<file path="src/rtl/mux4_rr_arbiter.sv">
// ============================================================================
// Module   : mux4_rr_arbiter
// Purpose  : Round-robin scheduler driving the registered select of a 4:1 data
//            mux, with a valid/ready output port and a wrapping transfer count.
//            Define MUX4_ARB_PRIO_EN to give requester 0 fixed high priority.
// Revision : 1.0
// ============================================================================
`default_nettype none

module mux4_rr_arbiter #(
    parameter int DATA_W = 8,
    parameter int CNT_W  = 16
) (
    input  logic              clk,
    input  logic              rst_n,
    input  logic [3:0]        req,
    input  logic [DATA_W-1:0] in0,
    input  logic [DATA_W-1:0] in1,
    input  logic [DATA_W-1:0] in2,
    input  logic [DATA_W-1:0] in3,
    output logic [3:0]        gnt,
    output logic [1:0]        sel,
    output logic [DATA_W-1:0] out_data,
    output logic              out_valid,
    input  logic              out_ready,
    output logic [CNT_W-1:0]  xfer_cnt
);

    typedef enum logic [0:0] {
        ST_IDLE  = 1'b0,
        ST_GRANT = 1'b1
    } state_t;

    state_t             state_q, state_d;
    logic [3:0]         gnt_q, gnt_d;
    logic [1:0]         sel_q, sel_d;
    logic [1:0]         last_q, last_d;
    logic [CNT_W-1:0]   cnt_q, cnt_d;

    logic               ack;
    logic               arb_en;
    logic [3:0]         arb_req;
    logic [2:0]         rr_res;
    logic               win_found;
    logic [1:0]         win_idx;
    logic               win_is_rr;

    // Returns {found, index} of the first set bit after 'last', wrapping mod 4.
    function automatic logic [2:0] rr_pick(input logic [3:0] r, input logic [1:0] last);
        logic [2:0] res;
        logic [1:0] idx;
        res = 3'b000;
        for (int k = 4; k >= 1; k--) begin
            idx = last + 2'(k);
            if (r[idx]) res = {1'b1, idx};
        end
        return res;
    endfunction

    always_comb begin
        ack     = (state_q == ST_GRANT) && out_ready;
        arb_en  = (state_q == ST_IDLE) || ack;
        arb_req = (state_q == ST_GRANT) ? (req & ~gnt_q) : req;
        rr_res  = rr_pick(arb_req, last_q);
`ifdef MUX4_ARB_PRIO_EN
        if (arb_req[0]) begin
            win_found = 1'b1;
            win_idx   = 2'd0;
            win_is_rr = 1'b0;
        end else begin
            win_found = rr_res[2];
            win_idx   = rr_res[1:0];
            win_is_rr = 1'b1;
        end
`else
        win_found = rr_res[2];
        win_idx   = rr_res[1:0];
        win_is_rr = 1'b1;
`endif
    end

    always_comb begin
        state_d = state_q;
        gnt_d   = gnt_q;
        sel_d   = sel_q;
        last_d  = last_q;
        cnt_d   = cnt_q;
        if (ack) cnt_d = cnt_q + 1'b1;
        if (arb_en) begin
            if (win_found) begin
                state_d = ST_GRANT;
                gnt_d   = 4'b0001 << win_idx;
                sel_d   = win_idx;
                if (win_is_rr) last_d = win_idx;
            end else begin
                // sel deliberately keeps its value so it is stable while idle
                state_d = ST_IDLE;
                gnt_d   = 4'b0000;
            end
        end
    end

    always_ff @(posedge clk or negedge rst_n) begin
        if (!rst_n) begin
            state_q <= ST_IDLE;
            gnt_q   <= 4'b0000;
            sel_q   <= 2'd0;
            last_q  <= 2'd3;
            cnt_q   <= '0;
        end else begin
            state_q <= state_d;
            gnt_q   <= gnt_d;
            sel_q   <= sel_d;
            last_q  <= last_d;
            cnt_q   <= cnt_d;
        end
    end

    always_comb begin
        case (sel_q)
            2'd0:    out_data = in0;
            2'd1:    out_data = in1;
            2'd2:    out_data = in2;
            default: out_data = in3;
        endcase
    end

    assign gnt       = gnt_q;
    assign sel       = sel_q;
    assign out_valid = (state_q == ST_GRANT);
    assign xfer_cnt  = cnt_q;

endmodule

`default_nettype wire

</file>
<file path="config.mk">
export PLATFORM = sky130hd
export DESIGN_NAME = mux4_rr_arbiter
export DESIGN_NICKNAME = d
export VERILOG_FILES = /design/src/rtl/mux4_rr_arbiter.sv
export SDC_FILE = /design/constraint.sdc
export NUM_CORES = 1
export LEC_CHECK = 0
export ABC_AREA = 1
export BUFFER_PORTS_ARGS = -buffer_cell sky130_fd_sc_hd__clkbuf_2
export CORE_MARGIN = 1.5
export CORE_UTILIZATION = 46
export CTS_BUF_LIST = sky130_fd_sc_hd__clkbuf_4 sky130_fd_sc_hd__clkbuf_8 sky130_fd_sc_hd__clkbuf_16
export DETAILED_ROUTE_END_ITERATION = 7
export PLACE_DENSITY = 0.75
export SYNTH_ARGS = -nofsm -noshare
export SYNTH_HDL_FRONTEND = slang
export SYNTH_SLANG_ARGS = --single-unit
</file>
<file path="constraint.sdc">
create_clock -name clk -period 1.85 [get_ports clk]
set_clock_uncertainty 0.1 [all_clocks]
set_input_delay 0.37 -clock clk [delete_from_list [all_inputs] [get_ports clk]]
set_output_delay 0.37 -clock clk [all_outputs]
set_load 0.1 [all_outputs]
</file>
==> results_dict.tcl, run 1 <==
set metrics [dict create \
    drt_wl_total_mm 4.200 \
    layout_setup_ws_ns -0.3309 \
    post_drt_wl_per_cell_um 12.92 \
    clockRootBuffer "clkbuf_4" \
    slew_viol_final 0 \
    drc 0 \
    initial_core_util_pct 48.81 \
    period_share_pct 117.9 \
    core-area_um2 3053 \
    clk_path_buf_depth 2 \
    drive_above_1_share_pct 50.89 \
    endpoint_kind "primary output" \
    outcome "finished with violations" \
    syn_nets 231 \
    antenna_found_initial 0 \
    fin_nets 322 \
    portBuffers 69 \
    rsz0062_at_grt "yes" \
    slew_headroom_pct 61.40 \
    rr_worst_depth 11 \
    final-setup-viol-count 8 \
    cp.arrival_ns 1.71 \
    grt_overflow 0 \
    grt_max_degree 26 \
    h-tree-depth 1 \
    tritoncts "done" \
    die_x_um 59.92 \
    cp_data_required_time_ns 1.38 \
    vias_per_cell 4.985 \
    setup.worst_path.start_class "flip-flop" \
    r2r_slack_ns 0.13 \
    row_count 20 \
    area_delta_synth_final_pct 58.52 \
    utilization_pct 77.38 \
    gp_congestion 0.9031 \
    die_h_um 59.92 \
    hold_depth 2 \
    ant_nets 0 \
    grt_usage_pct 23.57 \
    r2r_start "last_q[0]" \
    ys_ff_latch 25 \
    hold_viol 0 \
    yosys_warnings 0 \
    clkTransAtPathRegs_ns 0.13 \
    min_period_ns 2.181 \
    hold_end "out_valid" \
    ys_seq_area_share_pct 42.15 \
    synth_cell_types 24 \
    die_area_um2 3590 \
    insertedDiodeCount 0 \
    fmax_mhz 458.5 \
    first_pass_iters 4 \
    io-pin-count 70 \
    fill_cells 236 \
    r2r_end "sel[0]" \
    violations "negative setup slack" \
    hp-class "input pin to flip-flop" \
    cap_violations 0 \
    clk_latency_ns 0.31 \
    dpl.hpwl_mm 3.187 \
    min_from "out_ready" \
    first_global_vias 1487 \
    numCtsBuffers 3 \
    synthesis.area_um2 1490 \
    synth_area_per_cell_um2 7.802 \
    synth_cells 191 \
    worst-path-max-fanout 5 \
    worst_pin_slew_ns 0.5789 \
    crit_type "flip-flop to primary output" \
    vias 1620 \
    drt_iter0_drc 71 \
    grt_pass1_wl_mm 6.341 \
    cts_sinks 25 \
]
cells in the mapped netlist, drive strengths merged:
master  count  area share, %
nor3        2            1.3
dfrtp      23             39
inv        18            4.5
xor2       11            6.5
o21ai       6            2.3
ha          1           0.84
buf         1           0.34
dfstp       2            3.5
xnor2       5            2.9
nand2      72             19
nor2       18            6.2
a221oi      4            2.4
a21oi       5            2.4
nand4       5            2.1
nand3      18            6.9
stage by stage:
step                      hold slack (ns)  setup TNS (ns)  cells  setup WS (ns)  area, µm²
final                              0.1728          -2.480    325        -0.3309       2362
after global routing               0.1984          -2.961    325        -0.3896       2362
after CTS                          0.1679          -2.332    320        -0.3075       2253
after detailed placement           0.3004         -0.1558    312       -0.06101       2175
after global placement             0.3030        -0.02022    312       -0.02022       2175
after floorplan                  -0.02559          -2.911    191        -0.4452       1583
critical path, cell delays in order, from the launching register on:
cell      delay, ns
dfrtp_4        0.54
buf_12         0.15
nor2_4         0.13
buf_6          0.14
a221oi_2       0.07
a21oi_4        0.18
buf_12         0.19
cells in the final DEF, fill, tap and decap left out, types with 5 or more instances in the layout:
cell type / netlist / final
clkbuf_2: 0 / 60
nand2_1: 68 / 59
nor2_1: 14 / 12
nand4_1: 5 / 5
dfrtp_1: 23 / 10
xor2_1: 11 / 11
nand2_2: 3 / 11
buf_4: 0 / 10
inv_1: 14 / 13
buf_12: 0 / 9
nand3_1: 17 / 17
dfrtp_2: 0 / 11
buf_6: 0 / 7
a21oi_4: 1 / 5
flip-flops by register name (all words and copies together), names as in the netlist:
name	cells
xfer_cnt	16
gnt	4
last_q	2
sel	2
out_valid	1
routing by layer:
layer  up-vias  share of wire [%]  global-route usage (%)
li1        794                  -                       -
met1       760                 41                   28.15
met2        56                 53                   43.01
met3        10                4.0                   1.732
met4         0                2.1                   10.16
met5         -                  0                       0
cell type report:
| class | count | area [µm²] | share of cell area (%) |
|---|---|---|---|
| Clock inverter | 1 | 5.005 | 0.2119 |
| Inverter | 18 | 70.07 | 2.966 |
| Sequential cell | 25 | 649.4 | 27.49 |
| Timing Repair Buffer | 87 | 644.4 | 27.28 |
| Clock buffer | 3 | 22.52 | 0.9534 |
| Multi-Input combinational cell | 147 | 915.9 | 38.77 |
| Tap cell | 44 | 55.05 | 2.331 |
worst max path at each step:
| stage | start | end | cells past startpoint |
|---|---|---|---|
| global route | sel[0] | out_data[5] | 7 |
| finish | sel[0] | out_data[4] | 6 |
| global placement | sel[1] | out_data[7] | 6 |
| floorplan | sel[0] | out_data[0] | 4 |
| detailed placement | sel[0] | out_data[3] | 4 |
| CTS | sel[0] | out_data[5] | 6 |
timing repair:
action                     4_1_cts  5_1_grt
buffers inserted                 3        5
setup endpoints to repair        8       16
pin swaps                        1        3
hold buffers                     1        0
hold endpoints to repair        23        0
resized for setup                3       18
logic make-up (layout without fill, tap and decap cells):
kind of cell	after synthesis	after routing	share of synthesized area, %
AND/OR/NAND/NOR	115	115	35.68
flip-flops	25	25	42.15
buffers and inverters	19	109	4.869
XOR/XNOR	16	16	9.404
AO/OA/AOI/OAI	15	15	7.053
adder cells (fa/ha/maj)	1	1	0.8395
Power of run 1 is not shown: default switching activity piles up to over one toggle a cycle in this logic, so the estimate is an artifact.
==> inputs of run 2 (changes only) <==
BUFFER_PORTS_ARGS = default   (was -buffer_cell sky130_fd_sc_hd__clkbuf_2)
CORE_UTILIZATION = 62   (was 46)
DONT_BUFFER_PORTS = 1   (was default)
PLACE_DENSITY = 0.74   (was 0.75)
==> results_dict.tcl, run 2 (synthesis gave the netlist of run 1 again) <==
set metrics [dict create \
    portBuffers 0 \
    clkTransAtPathRegs_ns 0.13 \
    tritoncts "done" \
    io-pin-count 70 \
    hold_viol 0 \
    layout_setup_ws_ns -0.3551 \
    clockRootBuffer "clkbuf_4" \
    h-tree-depth 1 \
    crit_type "flip-flop to primary output" \
    cpPeakStageDelay_ns 0.57 \
    slew_headroom_pct 25.40 \
    hp-class "input pin to flip-flop" \
    final-setup-viol-count 8 \
    clk_latency_ns 0.31 \
    dp.cells 252 \
    die_h_um 52.03 \
    crit_chain "nand2_4, inv_1, buf_4, nand2_1, nand4_1, buf_12" \
    fin_nets 273 \
    gp_congestion 0.8073 \
    largest_reg_flops 16 \
    drive_above_1_share_pct 38.79 \
    dpl.hpwl_mm 3.264 \
    vias_per_cell 5.942 \
    endpoint_kind "primary output" \
    outcome "finished with violations" \
    clk_path_buf_depth 2 \
    drt_iter0_drc 65 \
    ant_nets 0 \
    violations "negative setup slack" \
    core-area_um2 2233 \
    cp_data_required_time_ns 1.38 \
    row_count 17 \
    antenna_found_initial 0 \
    cap_violations 0 \
    numCtsBuffers 3 \
    insertedDiodeCount 0 \
    slew_viol_final 0 \
    period_share_pct 119.2 \
    min_period_ns 2.205 \
    area_delta_synth_final_pct 39.55 \
    grt_max_degree 26 \
    post_drt_wl_per_cell_um 16.95 \
    first_pass_iters 4 \
    fmax_mhz 453.5 \
    worst-path-max-fanout 7 \
    drt_wl_total_mm 4.406 \
    die_area_um2 2707 \
    grt_overflow 0 \
    first_global_vias 1529 \
    grt_pass1_wl_mm 6.596 \
    die_x_um 52.03 \
    place_ws_ns -0.06759 \
    vias 1545 \
    slowest_stage "dfrtp_4" \
    most-common-layout-cells "nand2_1 (64), buf_4 (29), nand3_1 (16), inv_1 (13), nor2_1 (12)" \
    cts_sinks 25 \
    grt_usage_pct 33.44 \
    cp.arrival_ns 1.74 \
    layout_commonest_cell "nand2_1" \
    drc 0 \
    initial_core_util_pct 66.72 \
    setup.worst_path.start_class "flip-flop" \
    rsz0062_at_grt "yes" \
    worst_pin_slew_ns 1.119 \
    final_cells 260 \
]
run 2: cell count changes in the layout (fill, tap and decap cells not counted), sizes merged:
cell	change
dlygate4sd3	-1
dlymetal6s4s	+1
clkinv	-1
buf	+11
clkbuf	-59
run 2: what timing repair did:
action | 4_1_cts | 5_1_grt
endpoints found under the hold margin | 25 | 0
hold buffers | 1 | 0
endpoints found under the setup margin | 8 | 18
pin swaps | 2 | 2
gates resized for setup | 5 | 7
buffers inserted | 2 | 1
run 2: worst max-delay path, delay by kind of cell, from the launching register on:
kind	cells	cell delay, ns
and+or+nand+nor	3	0.32
DFF	1	0.57
buffers and inverters	3	0.52
run 2: final timing paths:
check / from / end / slack [ns] / cells after the start
max in group asynchronous: rst_n / sel[1] / 0.62 / 1
worst max-delay path: sel[0] / out_data[6] / -0.36 / 6
min in group asynchronous: rst_n / xfer_cnt[1] / 0.23 / 1
worst min-delay path: out_ready / out_valid / 0.04 / 1
worst min register to register: xfer_cnt[0] / xfer_cnt[0] / 0.41 / 1
worst max register to register: last_q[0] / sel[0] / 0.07 / 11
run 2: cell type report:
type	instances	area [µm²]
repair buffers	38	390.4
flip-flops and latches	25	649.4
clock buffers	4	30.03
fillers	82	153.9
inverters	18	72.57
well taps	28	35.03
multi-input cells	147	902.1
run 2: routing by layer:
layer / vias to the layer above / wire length (µm) / GRT usage [%]
met2: 86 / 2397 / 64.35
met4: 0 / 116 / 14.47
li1: 700 / - / -
met1: 740 / 1560 / 34.41
met3: 19 / 332 / 6.322
met5: - / 0 / 0
run 2: through the flow:
step                instance area (µm²)  util [%]  hold WS [ns]  setup TNS (ns)
floorplan                          1583         -      -0.02559          -2.911
global placement                   1962     87.84      -0.02517               0
detailed placement                 1962     87.84      -0.02528        -0.08695
CTS                                2047     91.65       0.05354          -2.264
global route                       2079     93.11       0.04096          -2.899
finish                             2079     93.11       0.03727          -2.533
Power of run 2 is left out for the same reason.
